==> src/rtl/axi4_bram_bridge_if.sv <==
// AXI4 slave-side channel bundle (AW/W/B/AR/R) between a host and axi4_bram_bridge.
// The slave modport is the bridge view; the master modport is the host view.
interface axi4_bram_bridge_if #(
    parameter int ADDR_W = 22,
    parameter int DATA_W = 32
);
    logic [ADDR_W-1:0]   s_awaddr;
    logic [7:0]          s_awlen;
    logic                s_awvalid;
    logic                s_awready;
    logic [DATA_W-1:0]   s_wdata;
    logic [DATA_W/8-1:0] s_wstrb;
    logic                s_wlast;
    logic                s_wvalid;
    logic                s_wready;
    logic [1:0]          s_bresp;
    logic                s_bvalid;
    logic                s_bready;
    logic [ADDR_W-1:0]   s_araddr;
    logic [7:0]          s_arlen;
    logic                s_arvalid;
    logic                s_arready;
    logic [DATA_W-1:0]   s_rdata;
    logic [1:0]          s_rresp;
    logic                s_rlast;
    logic                s_rvalid;
    logic                s_rready;

    modport slave (
        input  s_awaddr, s_awlen, s_awvalid,
        output s_awready,
        input  s_wdata, s_wstrb, s_wlast, s_wvalid,
        output s_wready,
        output s_bresp, s_bvalid,
        input  s_bready,
        input  s_araddr, s_arlen, s_arvalid,
        output s_arready,
        output s_rdata, s_rresp, s_rlast, s_rvalid,
        input  s_rready
    );

    modport master (
        output s_awaddr, s_awlen, s_awvalid,
        input  s_awready,
        output s_wdata, s_wstrb, s_wlast, s_wvalid,
        input  s_wready,
        input  s_bresp, s_bvalid,
        output s_bready,
        output s_araddr, s_arlen, s_arvalid,
        input  s_arready,
        input  s_rdata, s_rresp, s_rlast, s_rvalid,
        output s_rready
    );
endinterface

==> src/rtl/axi4_bram_bridge.sv <==
// AXI4 INCR-burst slave to BRAM word port, one transaction in flight; write beat 1 cycle,
// read beat RD_LATENCY+2 cycles; W/R beats stall on wvalid/rready, B holds until bready.
module axi4_bram_bridge #(
    parameter int ADDR_W     = 22,
    parameter int DATA_W     = 32,
    parameter int RD_LATENCY = 1
) (
    input  logic                clk,
    input  logic                rst,
    axi4_bram_bridge_if.slave   s,
    output logic [ADDR_W-1:0]   addr_a,
    output logic [DATA_W-1:0]   wrdata_a,
    input  logic [DATA_W-1:0]   rddata_a,
    output logic                en_a,
    output logic [DATA_W/8-1:0] we_a,
    output logic                rst_a
);
    localparam int SW = DATA_W / 8;
    localparam int LW = (RD_LATENCY > 1) ? $clog2(RD_LATENCY) : 1;
    localparam logic [1:0] OKAY   = 2'b00;
    localparam logic [1:0] SLVERR = 2'b10;

    typedef enum logic [2:0] {IDLE, WR_DATA, WR_RESP, RD_ISSUE, RD_WAIT, RD_DATA} state_t;

    state_t            state_q, state_d;
    logic              awready_q, awready_d, arready_q, arready_d;
    logic              wready_q, wready_d, bvalid_q, bvalid_d;
    logic              rvalid_q, rvalid_d, rlast_q, rlast_d;
    logic [1:0]        bresp_q, bresp_d, rresp_q, rresp_d;
    logic [DATA_W-1:0] rdata_q, rdata_d;
    logic [ADDR_W-1:0] cur_q, cur_d;
    logic [7:0]        len_q, len_d, cnt_q, cnt_d;
    logic              aerr_q, aerr_d, perr_q, perr_d;
    logic              wdone_q, wdone_d, prio_wr_q, prio_wr_d;
    logic [LW-1:0]     lat_q, lat_d;
    logic              en_q, en_d;
    logic [SW-1:0]     we_q, we_d;
    logic [ADDR_W-1:0] addr_q, addr_d;
    logic [DATA_W-1:0] wdat_q, wdat_d;
    logic              aw_hs, ar_hs, w_hs, b_hs, r_hs, last_beat, aw_sel;

    assign aw_hs     = (state_q == IDLE) && awready_q && s.s_awvalid;
    assign ar_hs     = (state_q == IDLE) && arready_q && s.s_arvalid;
    assign w_hs      = wready_q && s.s_wvalid;
    assign b_hs      = bvalid_q && s.s_bready;
    assign r_hs      = rvalid_q && s.s_rready;
    assign last_beat = (cnt_q == len_q);

    always_comb begin
        state_d   = state_q;
        rresp_d   = rresp_q;
        bresp_d   = bresp_q;
        rdata_d   = rdata_q;
        cur_d     = cur_q;
        len_d     = len_q;
        cnt_d     = cnt_q;
        aerr_d    = aerr_q;
        perr_d    = perr_q;
        wdone_d   = wdone_q;
        prio_wr_d = prio_wr_q;
        lat_d     = lat_q;
        en_d      = 1'b0;
        we_d      = '0;
        addr_d    = addr_q;
        wdat_d    = wdat_q;
        aw_sel    = 1'b0;

        unique case (state_q)
            IDLE: begin
                // Only one ready is ever offered, so a grant is always a single handshake.
                // The priority flag names the loser of the last contested grant.
                if (aw_hs) begin
                    cur_d   = s.s_awaddr;
                    len_d   = s.s_awlen;
                    cnt_d   = '0;
                    aerr_d  = |s.s_awaddr[1:0];
                    perr_d  = 1'b0;
                    wdone_d = 1'b0;
                    state_d = WR_DATA;
                    if (s.s_arvalid) prio_wr_d = 1'b0;
                end else if (ar_hs) begin
                    cur_d   = s.s_araddr;
                    len_d   = s.s_arlen;
                    cnt_d   = '0;
                    aerr_d  = |s.s_araddr[1:0];
                    rresp_d = (|s.s_araddr[1:0]) ? SLVERR : OKAY;
                    if (|s.s_araddr[1:0]) begin
                        rdata_d = '0;
                        state_d = RD_DATA;
                    end else begin
                        state_d = RD_ISSUE;
                    end
                    if (s.s_awvalid) prio_wr_d = 1'b1;
                end
            end
            WR_DATA: begin
                if (wdone_q) begin
                    bresp_d = (aerr_q || perr_q) ? SLVERR : OKAY;
                    state_d = WR_RESP;
                end else if (w_hs) begin
                    if (!aerr_q) begin
                        en_d   = 1'b1;
                        we_d   = s.s_wstrb;
                        addr_d = cur_q;
                        wdat_d = s.s_wdata;
                    end
                    cur_d = cur_q + ADDR_W'(4);
                    if (s.s_wlast != last_beat) perr_d = 1'b1;
                    if (last_beat) wdone_d = 1'b1;
                    else           cnt_d   = cnt_q + 8'd1;
                end
            end
            WR_RESP: begin
                if (b_hs) state_d = IDLE;
            end
            RD_ISSUE: begin
                lat_d   = '0;
                state_d = RD_WAIT;
            end
            RD_WAIT: begin
                if (lat_q == LW'(RD_LATENCY - 1)) begin
                    rdata_d = rddata_a;
                    state_d = RD_DATA;
                end else begin
                    lat_d = lat_q + LW'(1);
                end
            end
            RD_DATA: begin
                if (r_hs) begin
                    cur_d = cur_q + ADDR_W'(4);
                    cnt_d = cnt_q + 8'd1;
                    if (last_beat)   state_d = IDLE;
                    else if (aerr_q) state_d = RD_DATA;
                    else             state_d = RD_ISSUE;
                end
            end
            default: state_d = IDLE;
        endcase

        // The read port is driven from the first cycle of RD_ISSUE until the capture cycle.
        if (state_d == RD_ISSUE) begin
            en_d   = 1'b1;
            addr_d = cur_d;
        end else if (state_d == RD_WAIT) begin
            en_d = 1'b1;
        end

        if (s.s_awvalid && !s.s_arvalid)      aw_sel = 1'b1;
        else if (s.s_arvalid && !s.s_awvalid) aw_sel = 1'b0;
        else                                  aw_sel = prio_wr_d;

        awready_d = (state_d == IDLE) && aw_sel;
        arready_d = (state_d == IDLE) && !aw_sel;
        wready_d  = (state_d == WR_DATA) && !wdone_d;
        bvalid_d  = (state_d == WR_RESP);
        rvalid_d  = (state_d == RD_DATA);
        rlast_d   = (state_d == RD_DATA) && (cnt_d == len_d);
    end

    always_ff @(posedge clk) begin
        if (rst) begin
            state_q   <= IDLE;
            awready_q <= 1'b0;
            arready_q <= 1'b0;
            wready_q  <= 1'b0;
            bvalid_q  <= 1'b0;
            rvalid_q  <= 1'b0;
            rlast_q   <= 1'b0;
            bresp_q   <= OKAY;
            rresp_q   <= OKAY;
            rdata_q   <= '0;
            cur_q     <= '0;
            len_q     <= '0;
            cnt_q     <= '0;
            aerr_q    <= 1'b0;
            perr_q    <= 1'b0;
            wdone_q   <= 1'b0;
            prio_wr_q <= 1'b1;
            lat_q     <= '0;
            en_q      <= 1'b0;
            we_q      <= '0;
            addr_q    <= '0;
            wdat_q    <= '0;
        end else begin
            state_q   <= state_d;
            awready_q <= awready_d;
            arready_q <= arready_d;
            wready_q  <= wready_d;
            bvalid_q  <= bvalid_d;
            rvalid_q  <= rvalid_d;
            rlast_q   <= rlast_d;
            bresp_q   <= bresp_d;
            rresp_q   <= rresp_d;
            rdata_q   <= rdata_d;
            cur_q     <= cur_d;
            len_q     <= len_d;
            cnt_q     <= cnt_d;
            aerr_q    <= aerr_d;
            perr_q    <= perr_d;
            wdone_q   <= wdone_d;
            prio_wr_q <= prio_wr_d;
            lat_q     <= lat_d;
            en_q      <= en_d;
            we_q      <= we_d;
            addr_q    <= addr_d;
            wdat_q    <= wdat_d;
        end
    end

    assign s.s_awready = awready_q;
    assign s.s_arready = arready_q;
    assign s.s_wready  = wready_q;
    assign s.s_bvalid  = bvalid_q;
    assign s.s_bresp   = bresp_q;
    assign s.s_rvalid  = rvalid_q;
    assign s.s_rlast   = rlast_q;
    assign s.s_rresp   = rresp_q;
    assign s.s_rdata   = rdata_q;
    assign en_a        = en_q;
    assign we_a        = we_q;
    assign addr_a      = addr_q;
    assign wrdata_a    = wdat_q;
    assign rst_a       = rst;
endmodule
==> src/flat_wrapper.sv <==
// flat-port wrapper written by rule: the top's interface ports become plain ports
module axi4_bram_bridge_flat 
#(
    parameter int ADDR_W     = 22,
    parameter int DATA_W     = 32,
    parameter int RD_LATENCY = 1
)
  (clk, rst, addr_a, wrdata_a, rddata_a, en_a, we_a, rst_a, s_s_awaddr, s_s_awlen, s_s_awvalid, s_s_awready, s_s_wdata, s_s_wstrb, s_s_wlast, s_s_wvalid, s_s_wready, s_s_bresp, s_s_bvalid, s_s_bready, s_s_araddr, s_s_arlen, s_s_arvalid, s_s_arready, s_s_rdata, s_s_rresp, s_s_rlast, s_s_rvalid, s_s_rready);
  axi4_bram_bridge_if #(.ADDR_W(ADDR_W), .DATA_W(DATA_W)) s_i ();
  input  logic clk;
  input  logic rst;
  output logic [ADDR_W-1:0] addr_a;
  output logic [DATA_W-1:0] wrdata_a;
  input  logic [DATA_W-1:0] rddata_a;
  output logic en_a;
  output logic [DATA_W/8-1:0] we_a;
  output logic rst_a;
  input wire logic [$bits(s_i.s_awaddr)-1:0] s_s_awaddr;
  input wire logic [$bits(s_i.s_awlen)-1:0] s_s_awlen;
  input wire logic [$bits(s_i.s_awvalid)-1:0] s_s_awvalid;
  output wire logic [$bits(s_i.s_awready)-1:0] s_s_awready;
  input wire logic [$bits(s_i.s_wdata)-1:0] s_s_wdata;
  input wire logic [$bits(s_i.s_wstrb)-1:0] s_s_wstrb;
  input wire logic [$bits(s_i.s_wlast)-1:0] s_s_wlast;
  input wire logic [$bits(s_i.s_wvalid)-1:0] s_s_wvalid;
  output wire logic [$bits(s_i.s_wready)-1:0] s_s_wready;
  output wire logic [$bits(s_i.s_bresp)-1:0] s_s_bresp;
  output wire logic [$bits(s_i.s_bvalid)-1:0] s_s_bvalid;
  input wire logic [$bits(s_i.s_bready)-1:0] s_s_bready;
  input wire logic [$bits(s_i.s_araddr)-1:0] s_s_araddr;
  input wire logic [$bits(s_i.s_arlen)-1:0] s_s_arlen;
  input wire logic [$bits(s_i.s_arvalid)-1:0] s_s_arvalid;
  output wire logic [$bits(s_i.s_arready)-1:0] s_s_arready;
  output wire logic [$bits(s_i.s_rdata)-1:0] s_s_rdata;
  output wire logic [$bits(s_i.s_rresp)-1:0] s_s_rresp;
  output wire logic [$bits(s_i.s_rlast)-1:0] s_s_rlast;
  output wire logic [$bits(s_i.s_rvalid)-1:0] s_s_rvalid;
  input wire logic [$bits(s_i.s_rready)-1:0] s_s_rready;
  assign s_i.s_awaddr = s_s_awaddr;
  assign s_i.s_awlen = s_s_awlen;
  assign s_i.s_awvalid = s_s_awvalid;
  assign s_s_awready = s_i.s_awready;
  assign s_i.s_wdata = s_s_wdata;
  assign s_i.s_wstrb = s_s_wstrb;
  assign s_i.s_wlast = s_s_wlast;
  assign s_i.s_wvalid = s_s_wvalid;
  assign s_s_wready = s_i.s_wready;
  assign s_s_bresp = s_i.s_bresp;
  assign s_s_bvalid = s_i.s_bvalid;
  assign s_i.s_bready = s_s_bready;
  assign s_i.s_araddr = s_s_araddr;
  assign s_i.s_arlen = s_s_arlen;
  assign s_i.s_arvalid = s_s_arvalid;
  assign s_s_arready = s_i.s_arready;
  assign s_s_rdata = s_i.s_rdata;
  assign s_s_rresp = s_i.s_rresp;
  assign s_s_rlast = s_i.s_rlast;
  assign s_s_rvalid = s_i.s_rvalid;
  assign s_i.s_rready = s_s_rready;
  axi4_bram_bridge #(.ADDR_W(ADDR_W), .DATA_W(DATA_W), .RD_LATENCY(RD_LATENCY)) u_core (.clk(clk), .rst(rst), .s(s_i), .addr_a(addr_a), .wrdata_a(wrdata_a), .rddata_a(rddata_a), .en_a(en_a), .we_a(we_a), .rst_a(rst_a));
endmodule
==> config.mk <==
export PLATFORM = sky130hd
export DESIGN_NAME = axi4_bram_bridge_flat
export DESIGN_NICKNAME = d
export VERILOG_FILES = /design/src/rtl/axi4_bram_bridge_if.sv /design/src/rtl/axi4_bram_bridge.sv /design/src/flat_wrapper.sv
export SDC_FILE = /design/constraint.sdc
export NUM_CORES = 1
export LEC_CHECK = 0
export CORE_ASPECT_RATIO = 0.9
export CORE_MARGIN = 1.5
export CORE_UTILIZATION = 42
export CTS_BUF_LIST = sky130_fd_sc_hd__clkbuf_8
export CTS_CLUSTER_DIAMETER = 150
export CTS_CLUSTER_SIZE = 28
export DETAILED_ROUTE_END_ITERATION = 8
export PLACE_DENSITY = 0.75
export RECOVER_POWER = 25
export SLEW_MARGIN = 20
export SYNTH_ARGS = -nofsm -noshare
export SYNTH_HDL_FRONTEND = slang
export SYNTH_SLANG_ARGS = --single-unit
==> constraint.sdc <==
create_clock -name clk -period 2.2 [get_ports clk]
set_input_delay 0.33 -clock clk [delete_from_list [all_inputs] [get_ports clk]]
set_output_delay 0.33 -clock clk [all_outputs]
set_load 0.05 [all_outputs]
==> impl_metrics.prom, run 1 <==
# TYPE chip_impl_metric gauge
chip_impl_metric{name="pwr-share-comb",unit="%"} 27.9
chip_impl_metric{name="gr-total-overflow",unit=""} 0
chip_impl_info{name="rr_startpoint",value="u_core.state_q[0]"} 1
chip_impl_metric{name="postSynthRegisterBits",unit=""} 144
chip_impl_info{name="failed_checks",value="negative setup slack"} 1
chip_impl_metric{name="h-tree-depth",unit=""} 4
chip_impl_metric{name="post_synth_xor_area_fraction",unit="%"} 2.299
chip_impl_metric{name="synth-seq-area-share",unit="%"} 43.07
chip_impl_metric{name="crit_fanout",unit=""} 8
chip_impl_metric{name="fp.dieArea",unit="um2"} 16710
chip_impl_metric{name="finish.net_count",unit=""} 1270
chip_impl_metric{name="die_y",unit="um"} 122.8
chip_impl_metric{name="timing_hold_violations_final",unit=""} 0
chip_impl_metric{name="clock_transition_time_at_the_flip_flop_clock_pins_of_the_worst_setup_and_hold_paths",unit="ns"} 0.09
chip_impl_info{name="rsz0062_at_grt",value="yes"} 1
chip_impl_info{name="synthDominantAreaCellType",value="dfxtp_1"} 1
chip_impl_metric{name="clockPowerShare",unit="%"} 29.6
chip_impl_info{name="worst_setup_path_end_kind",value="flip-flop"} 1
chip_impl_metric{name="antenna_violations_before_repair",unit=""} 0
chip_impl_metric{name="worstRegToRegCells",unit=""} 9
chip_impl_metric{name="setup_slack",unit="ns"} -0.001381
chip_impl_metric{name="synth-simple-area-share",unit="%"} 21.79
chip_impl_metric{name="finalCoreUtilization",unit="%"} 69.35
chip_impl_metric{name="min_period_over_period",unit="%"} 100.1
chip_impl_metric{name="ant_nets",unit=""} 0
chip_impl_metric{name="die_w",unit="um"} 136.1
chip_impl_metric{name="power_frac_seq",unit="%"} 42.5
chip_impl_metric{name="power.density",unit="nW/um2"} 616.1
chip_impl_metric{name="grt_pass1_vias",unit=""} 6898
chip_impl_metric{name="floorplan.rows",unit=""} 43
chip_impl_metric{name="worst_skew_pair.late_latency",unit="ns"} 0.45
chip_impl_info{name="start_kind",value="flip-flop"} 1
chip_impl_info{name="class_of_the_most_critical_hold_timing_path",value="in -> reg"} 1
chip_impl_metric{name="routed_wire_length_per_instance",unit="um"} 17.64
chip_impl_metric{name="power.net_switching",unit="mW"} 2.179
chip_impl_metric{name="clock_tree.buffer_depth",unit=""} 2
chip_impl_metric{name="timing.final.crit_period",unit="ns"} 2.201
chip_impl_metric{name="drt-total-wl",unit="mm"} 23.74
chip_impl_metric{name="num_antenna_cells",unit=""} 0
chip_impl_info{name="clock_tree.root_cell",value="clkbuf_8"} 1
chip_impl_metric{name="synth.cell_area",unit="um2"} 6694
chip_impl_metric{name="critical_path_required",unit="ns"} 2.60
chip_impl_metric{name="synth.avg_cell_area",unit="um2"} 8.326
chip_impl_metric{name="grt_first_pass_wirelength",unit="mm"} 36.08
chip_impl_metric{name="remaining_drc_errors",unit=""} 0
chip_impl_info{name="tritoncts",value="done"} 1
chip_impl_metric{name="synth.distinct_cells",unit=""} 77
chip_impl_metric{name="mux_contribution_to_synthesized_area",unit="%"} 0.7477
chip_impl_metric{name="core_area",unit="um2"} 15490
chip_impl_metric{name="cts_hold_buf",unit=""} 0
chip_impl_metric{name="placed_cell_area",unit="um2"} 9990
chip_impl_metric{name="first_pass_iters",unit=""} 5
chip_impl_metric{name="grt_start_max_net_pins",unit=""} 68
chip_impl_info{name="worstSetupEndpoint",value="u_core.s.s_rlast"} 1
chip_impl_metric{name="final_cell_area",unit="um2"} 10750
chip_impl_metric{name="final-setup-viol-count",unit=""} 1
chip_impl_metric{name="r2r_slack",unit="ns"} -0.001
chip_impl_metric{name="power_leakage",unit="nW"} 3.921
chip_impl_info{name="dominant_combinational_cell_family_by_area_after_synthesis",value="compound AO/OA/AOI/OAI gates"} 1
chip_impl_metric{name="achievable_frequency",unit="MHz"} 454.3
chip_impl_metric{name="numPortBuffers",unit=""} 235
chip_impl_metric{name="synth.top_cell.area_share",unit="%"} 43.07
chip_impl_metric{name="synth_compound_area_share",unit="%"} 26.77
chip_impl_metric{name="synth-edff-count",unit=""} 0
chip_impl_metric{name="power_switching_share",unit="%"} 32.92
chip_impl_info{name="status",value="finished with violations"} 1
chip_impl_metric{name="post_detail_place_hpwl",unit="mm"} 17.04
chip_impl_metric{name="syn2layout_area_growth",unit="%"} 60.52
chip_impl_metric{name="fin_skew",unit="ns"} 0.01654
chip_impl_info{name="synth.area.top_cells",value="dfxtp_1 43%, nand2_1 6.1%, nor2_1 6.0%"} 1
chip_impl_metric{name="fraction_of_registers_with_async_set_or_reset_after_synthesis",unit="%"} 0
chip_impl_metric{name="synthesis.instances",unit=""} 804
chip_impl_info{name="synthMostInstantiatedCell",value="dfxtp_1"} 1
chip_impl_info{name="regToRegEndpoint",value="u_core.s.s_rlast"} 1
chip_impl_metric{name="layout.filler_cells",unit=""} 1268
chip_impl_metric{name="tightest_slew",unit="ns"} 0.5804
chip_impl_metric{name="worst_ep_arrival_time",unit="ns"} 2.60
chip_impl_info{name="worst-setup-path-type",value="reg -> reg"} 1
chip_impl_metric{name="internal-power",unit="mW"} 4.440
chip_impl_metric{name="final_max_slew_viol_count",unit=""} 0
chip_impl_metric{name="cts_made_buffers",unit=""} 17
chip_impl_metric{name="via_count",unit=""} 7475
chip_impl_info{name="synth.cells.most_frequent",value="144 x dfxtp_1, 108 x nand2_1, 107 x nor2_1"} 1
chip_impl_metric{name="synth_warnings",unit=""} 0
chip_impl_metric{name="clock_sink_count",unit=""} 144
chip_impl_metric{name="post_route_cells_drive_above_1_share",unit="%"} 20.37
chip_impl_metric{name="cap_viol_max_count",unit=""} 0
chip_impl_metric{name="i_o_pin_total",unit=""} 238
chip_impl_info{name="critical_path.startpoint",value="u_core.state_q[0]"} 1
chip_impl_info{name="synthFlopType",value="dfxtp_1"} 1
chip_impl_metric{name="gp_congestion",unit=""} 0.9378
chip_impl_metric{name="initial_core_utilization",unit="%"} 43.20
chip_impl_metric{name="synth_fa_ha_area_share",unit="%"} 0.3738
chip_impl_metric{name="worst_slew_margin_relative_to_its_limit",unit="%"} 61.19
chip_impl_metric{name="track_usage",unit="%"} 27.77
chip_impl_metric{name="max-vdd-ir-drop",unit="V"} 0.0004609
chip_impl_metric{name="detail_route.iter0.violations",unit=""} 576
chip_impl_metric{name="drt-vias-per-instance",unit=""} 5.553
## power by group through the flow
stage / registers [mW] / clock network (mW) / logic, mW
final: 2.81 / 1.96 / 1.85
after CTS: 2.81 / 2.00 / 1.73
after global routing: 2.83 / 2.11 / 1.97
after floorplan: 2.98 / 0 / 0.736
after detailed placement: 2.86 / 0 / 1.67
after global placement: 2.86 / 0 / 1.66
## cell usage in the layout (no fill, tap or decap), types with 6 or more instances in the layout
cell | netlist | final
a21oi_1 | 60 | 60
nand3_1 | 13 | 12
dfxtp_2 | 0 | 10
and2_1 | 21 | 20
nand4_1 | 8 | 8
a22oi_1 | 43 | 42
buf_4 | 6 | 116
and3_1 | 11 | 11
clkbuf_8 | 0 | 17
nor2_1 | 107 | 100
dfxtp_1 | 144 | 131
inv_1 | 7 | 7
nand2_1 | 108 | 107
a211oi_1 | 43 | 40
nor3_1 | 10 | 7
a31oi_1 | 6 | 6
o21ai_0 | 35 | 35
buf_12 | 0 | 10
o22ai_1 | 10 | 10
xnor2_2 | 3 | 7
clkdlybuf4s50_1 | 0 | 232
## worst min-delay path by stage
stage	start	end	slack, ns	cells after the start
finish	rst	u_core.s.s_rdata[24]	0.33	2
global route	rst	u_core.s.s_rdata[16]	0.33	2
CTS	rst	u_core.s.s_rdata[24]	0.31	2
detailed placement	u_core.wrdata_a[4]	u_core.wrdata_a[4]	0.45	2
global placement	u_core.wrdata_a[6]	u_core.wrdata_a[6]	0.44	2
floorplan	s_s_wdata[0]	u_core.wrdata_a[0]	0.47	2
## area by class of cell
type                    instances  area, um2  area share (%)
clock buffers                  17      234.0           2.177
well taps                     202      252.7           2.352
clock inverters                14      122.6           1.141
multi-input cells             594       3695           34.39
inverters                       7      26.28          0.2445
flip-flops and latches        144       2907           27.05
repair buffers                368       3508           32.65
## through the flow
step / worst slack, ns / setup TNS [ns] / cells / power, mW / hold slack [ns]
3_3_place_gp: -0.4740 / -11.79 / 1296 / 4.519 / 0.4407
6_report: -0.001381 / -0.001381 / 1346 / 6.620 / 0.3310
4_1_cts: -0.02001 / -0.02001 / 1333 / 6.532 / 0.3140
5_1_grt: -0.1084 / -0.1197 / 1346 / 6.908 / 0.3334
2_1_floorplan: -0.07647 / -0.07647 / 805 / 3.713 / 0.4660
3_5_place_dp: -0.4868 / -17.02 / 1296 / 4.528 / 0.4474
## kinds of logic (layout without fill, tap and decap cells)
| group | after synthesis | after routing |
|---|---|---|
| other | 1 | 2 |
| adders and majority gates | 2 | 2 |
| and+or+nand+nor | 314 | 314 |
| AOI/OAI and AO/OA | 256 | 256 |
| muxes | 5 | 5 |
| buffers and inverters | 67 | 406 |
| xor gates and xnor gates | 15 | 15 |
| DFF | 144 | 144 |
## metal layers
layer	track usage (%)	part of all wire (%)	vias to the layer above
li1	-	-	3574
met1	36.91	43	3530
met2	43.84	46	333
met3	8.178	9.1	38
met4	7.779	1.9	0
met5	0	0	-
## repair_timing
item / in CTS / in global routing
gates resized for setup: 17 / 40
endpoints found under the setup margin: 7 / 28
cloned: 0 / 3
setup buffers: 6 / 10
pin swaps: 5 / 16
## worst max-delay path, cell delays in order (launching register included)
cell	delay (ns)
dfxtp_2	0.35
buf_4	0.19
nor3_4	0.24
nand3_2	0.14
o221ai_1	0.25
a41oi_1	0.12
nor3_2	0.27
o2111ai_1	0.14
nor4bb_1	0.26
and4_1	0.20
## flip-flops by register name, indices dropped and copies added, names as in the netlist, 3 cells and up
name	flops
u_core.addr_a	22
u_core.cnt_q	8
u_core.cur_q	22
u_core.len_q	8
u_core.s.s_rdata	32
u_core.state_q	3
u_core.we_a	4
u_core.wrdata_a	32
Note: power is estimated with default switching activity, not from simulation.
==> run 2: changes to the inputs <==
--- a/config.mk
+++ b/config.mk
@@ -6,7 +6,7 @@
 export NUM_CORES = 1
 export LEC_CHECK = 0
 export CORE_ASPECT_RATIO = 0.9
-export CORE_MARGIN = 1.5
+export CORE_MARGIN = 10
 export CORE_UTILIZATION = 42
 export CTS_BUF_LIST = sky130_fd_sc_hd__clkbuf_8
 export CTS_CLUSTER_DIAMETER = 150
==> impl_metrics.prom, run 2 (synthesis gave the netlist of run 1 again) <==
# TYPE chip_impl_metric gauge
chip_impl_info{name="status",value="completed"} 1
chip_impl_metric{name="i_o_pin_total",unit=""} 238
chip_impl_info{name="rsz0062_at_grt",value="yes"} 1
chip_impl_info{name="worst_setup_path_end_kind",value="flip-flop"} 1
chip_impl_metric{name="worst_ep_arrival_time",unit="ns"} 2.59
chip_impl_metric{name="groute.layer.met1.usage",unit="%"} 27.56
chip_impl_metric{name="ant_nets",unit=""} 0
chip_impl_metric{name="syn2layout_area_growth",unit="%"} 59.79
chip_impl_info{name="regToRegEndpoint",value="u_core.s.s_rlast"} 1
chip_impl_info{name="clock_tree.root_cell",value="clkbuf_8"} 1
chip_impl_metric{name="finalCoreUtilization",unit="%"} 68.79
chip_impl_metric{name="crit_fanout",unit=""} 5
chip_impl_metric{name="critical_path_required",unit="ns"} 2.61
chip_impl_metric{name="cts_made_buffers",unit=""} 17
chip_impl_info{name="most_congested_layer_reported_by_global_routing",value="met2"} 1
chip_impl_metric{name="worst_skew_pair.late_latency",unit="ns"} 0.46
chip_impl_metric{name="post_route_cells_drive_above_1_share",unit="%"} 18.96
chip_impl_info{name="critical_path.startpoint",value="u_core.cnt_q[1]"} 1
chip_impl_metric{name="min_period_over_period",unit="%"} 99.11
chip_impl_metric{name="grt_start_max_net_pins",unit=""} 69
chip_impl_metric{name="cap_viol_max_count",unit=""} 0
chip_impl_metric{name="post-place-cells",unit=""} 1298
chip_impl_metric{name="h-tree-depth",unit=""} 4
chip_impl_metric{name="worstRegToRegCells",unit=""} 8
chip_impl_metric{name="use_met3",unit="%"} 8.842
chip_impl_metric{name="drt-vias-per-instance",unit=""} 5.542
chip_impl_metric{name="post_detail_place_hpwl",unit="mm"} 18.77
chip_impl_metric{name="fp.dieArea",unit="um2"} 21390
chip_impl_metric{name="multi_input_area",unit="um2"} 3652
chip_impl_metric{name="via_count",unit=""} 7410
chip_impl_metric{name="routed_wire_length_per_instance",unit="um"} 18.91
chip_impl_metric{name="grt_pass1_vias",unit=""} 7160
chip_impl_metric{name="design_power_total",unit="mW"} 6.759
chip_impl_metric{name="drt-total-wl",unit="mm"} 25.28
chip_impl_metric{name="finish.cell_count_without_fillers",unit=""} 1337
chip_impl_metric{name="finish.net_count",unit=""} 1259
chip_impl_metric{name="layout.filler_cells",unit=""} 1221
chip_impl_metric{name="clock_tree.buffer_depth",unit=""} 2
chip_impl_metric{name="power_leakage",unit="nW"} 3.890
chip_impl_metric{name="gr-total-overflow",unit=""} 0
chip_impl_metric{name="r2r_slack",unit="ns"} 0.02
chip_impl_metric{name="timing_hold_violations_final",unit=""} 0
chip_impl_metric{name="final_cell_area",unit="um2"} 10700
chip_impl_info{name="worst-setup-path-type",value="reg -> reg"} 1
chip_impl_metric{name="register_area",unit="um2"} 2908
chip_impl_metric{name="timing.final.crit_period",unit="ns"} 2.180
chip_impl_metric{name="clock_transition_time_at_the_flip_flop_clock_pins_of_the_worst_setup_and_hold_paths",unit="ns"} 0.10
chip_impl_metric{name="core_area",unit="um2"} 15550
chip_impl_metric{name="initial_core_utilization",unit="%"} 43.05
chip_impl_info{name="rr_startpoint",value="u_core.cnt_q[1]"} 1
chip_impl_info{name="final_cell_mix",value="233 x clkdlybuf4s50_1, 132 x dfxtp_1, 107 x nand2_1, 105 x buf_4, 102 x nor2_1"} 1
chip_impl_info{name="worst_hold_startpoint",value="rst"} 1
chip_impl_metric{name="grt.met2_usage",unit="%"} 34.18
chip_impl_metric{name="die_w",unit="um"} 153.1
chip_impl_metric{name="floorplan.rows",unit=""} 43
chip_impl_metric{name="power.density",unit="nW/um2"} 631.9
chip_impl_metric{name="detail_route.iter0.violations",unit=""} 633
chip_impl_metric{name="setup_total_negative_slack",unit="ns"} 0
chip_impl_info{name="tritoncts",value="done"} 1
chip_impl_metric{name="numPortBuffers",unit=""} 235
chip_impl_metric{name="clock_sink_count",unit=""} 144
chip_impl_info{name="worstSetupEndpoint",value="u_core.s.s_rlast"} 1
chip_impl_metric{name="final-setup-viol-count",unit=""} 0
chip_impl_metric{name="cts_hold_buf",unit=""} 0
chip_impl_metric{name="tightest_slew",unit="ns"} 0.6196
chip_impl_metric{name="final_max_slew_viol_count",unit=""} 0
chip_impl_info{name="layout.cells.most_common",value="clkdlybuf4s50_1"} 1
chip_impl_metric{name="placed_cell_area",unit="um2"} 10070
chip_impl_metric{name="track_usage",unit="%"} 22.17
chip_impl_metric{name="achievable_frequency",unit="MHz"} 458.6
chip_impl_metric{name="grt_first_pass_wirelength",unit="mm"} 38.86
chip_impl_metric{name="first_pass_iters",unit=""} 6
chip_impl_info{name="class_of_the_most_critical_hold_timing_path",value="in -> reg"} 1
chip_impl_metric{name="max-vdd-ir-drop",unit="V"} 0.0005440
chip_impl_metric{name="gp_congestion",unit=""} 0.9128
chip_impl_info{name="start_kind",value="flip-flop"} 1
chip_impl_metric{name="antenna_violations_before_repair",unit=""} 1
chip_impl_metric{name="remaining_drc_errors",unit=""} 0
chip_impl_metric{name="fin_skew",unit="ns"} 0.01548
chip_impl_metric{name="die_y",unit="um"} 139.8
chip_impl_metric{name="worst_slew_margin_relative_to_its_limit",unit="%"} 58.56
[run 2: worst min-delay path by stage]
stage                                end  slack, ns  depth (start not counted)
floorplan             u_core.wrdata_a[0]       0.47                          2
finish              u_core.s.s_rdata[30]       0.25                          2
global route        u_core.s.s_rdata[28]       0.24                          2
CTS                 u_core.s.s_rdata[30]       0.24                          2
detailed placement   u_core.wrdata_a[14]       0.45                          2
global placement     u_core.wrdata_a[17]       0.44                          2
[run 2: what timing repair did]
| action | CTS | global route |
|---|---|---|
| gates resized for setup | 4 | 39 |
| setup buffers | 2 | 4 |
| pin swaps | 1 | 18 |
| endpoints found under the hold margin | 0 | 0 |
| endpoints found under the setup margin | 23 | 26 |
[run 2: worst max-delay path, stage by stage, from the launching register on]
cell and delay (ns):
dfxtp_2 0.42, nand3_1 0.14, or2_2 0.37, nor2_1 0.13, o311ai_1 0.11, a31oi_1 0.31, xor2_1 0.15, nor4_1 0.28
and4_1 0.21
[run 2: through the flow]
step	hold slack (ns)	setup slack (ns)
detailed placement	0.4474	-0.4332
global placement	0.4404	-0.4146
CTS	0.2403	0.002876
finish	0.2470	0.01955
floorplan	0.4660	-0.07647
global route	0.2448	-0.09879
[run 2: metal layers]
| metal | up-vias | share of wire, % |
|---|---|---|
| met5 | - | 0 |
| met4 | 0 | 2.2 |
| met3 | 41 | 11 |
| met2 | 330 | 46 |
| met1 | 3478 | 41 |
| li1 | 3561 | - |
[run 2: layout make-up]
type	instances	area share (%)
multi-input cells	594	34.14
repair buffers	357	32.32
flip-flops and latches	144	27.18
well taps	202	2.363
clock buffers	17	2.187
clock inverters	15	1.532
inverters	7	0.2456
diodes	1	0.02339
[run 2: power by group]
group          internal (mW)  switching [mW]
combinational          0.869           0.921
clock                  0.952            1.21
sequential              2.71          0.0952
total                   4.53            2.23
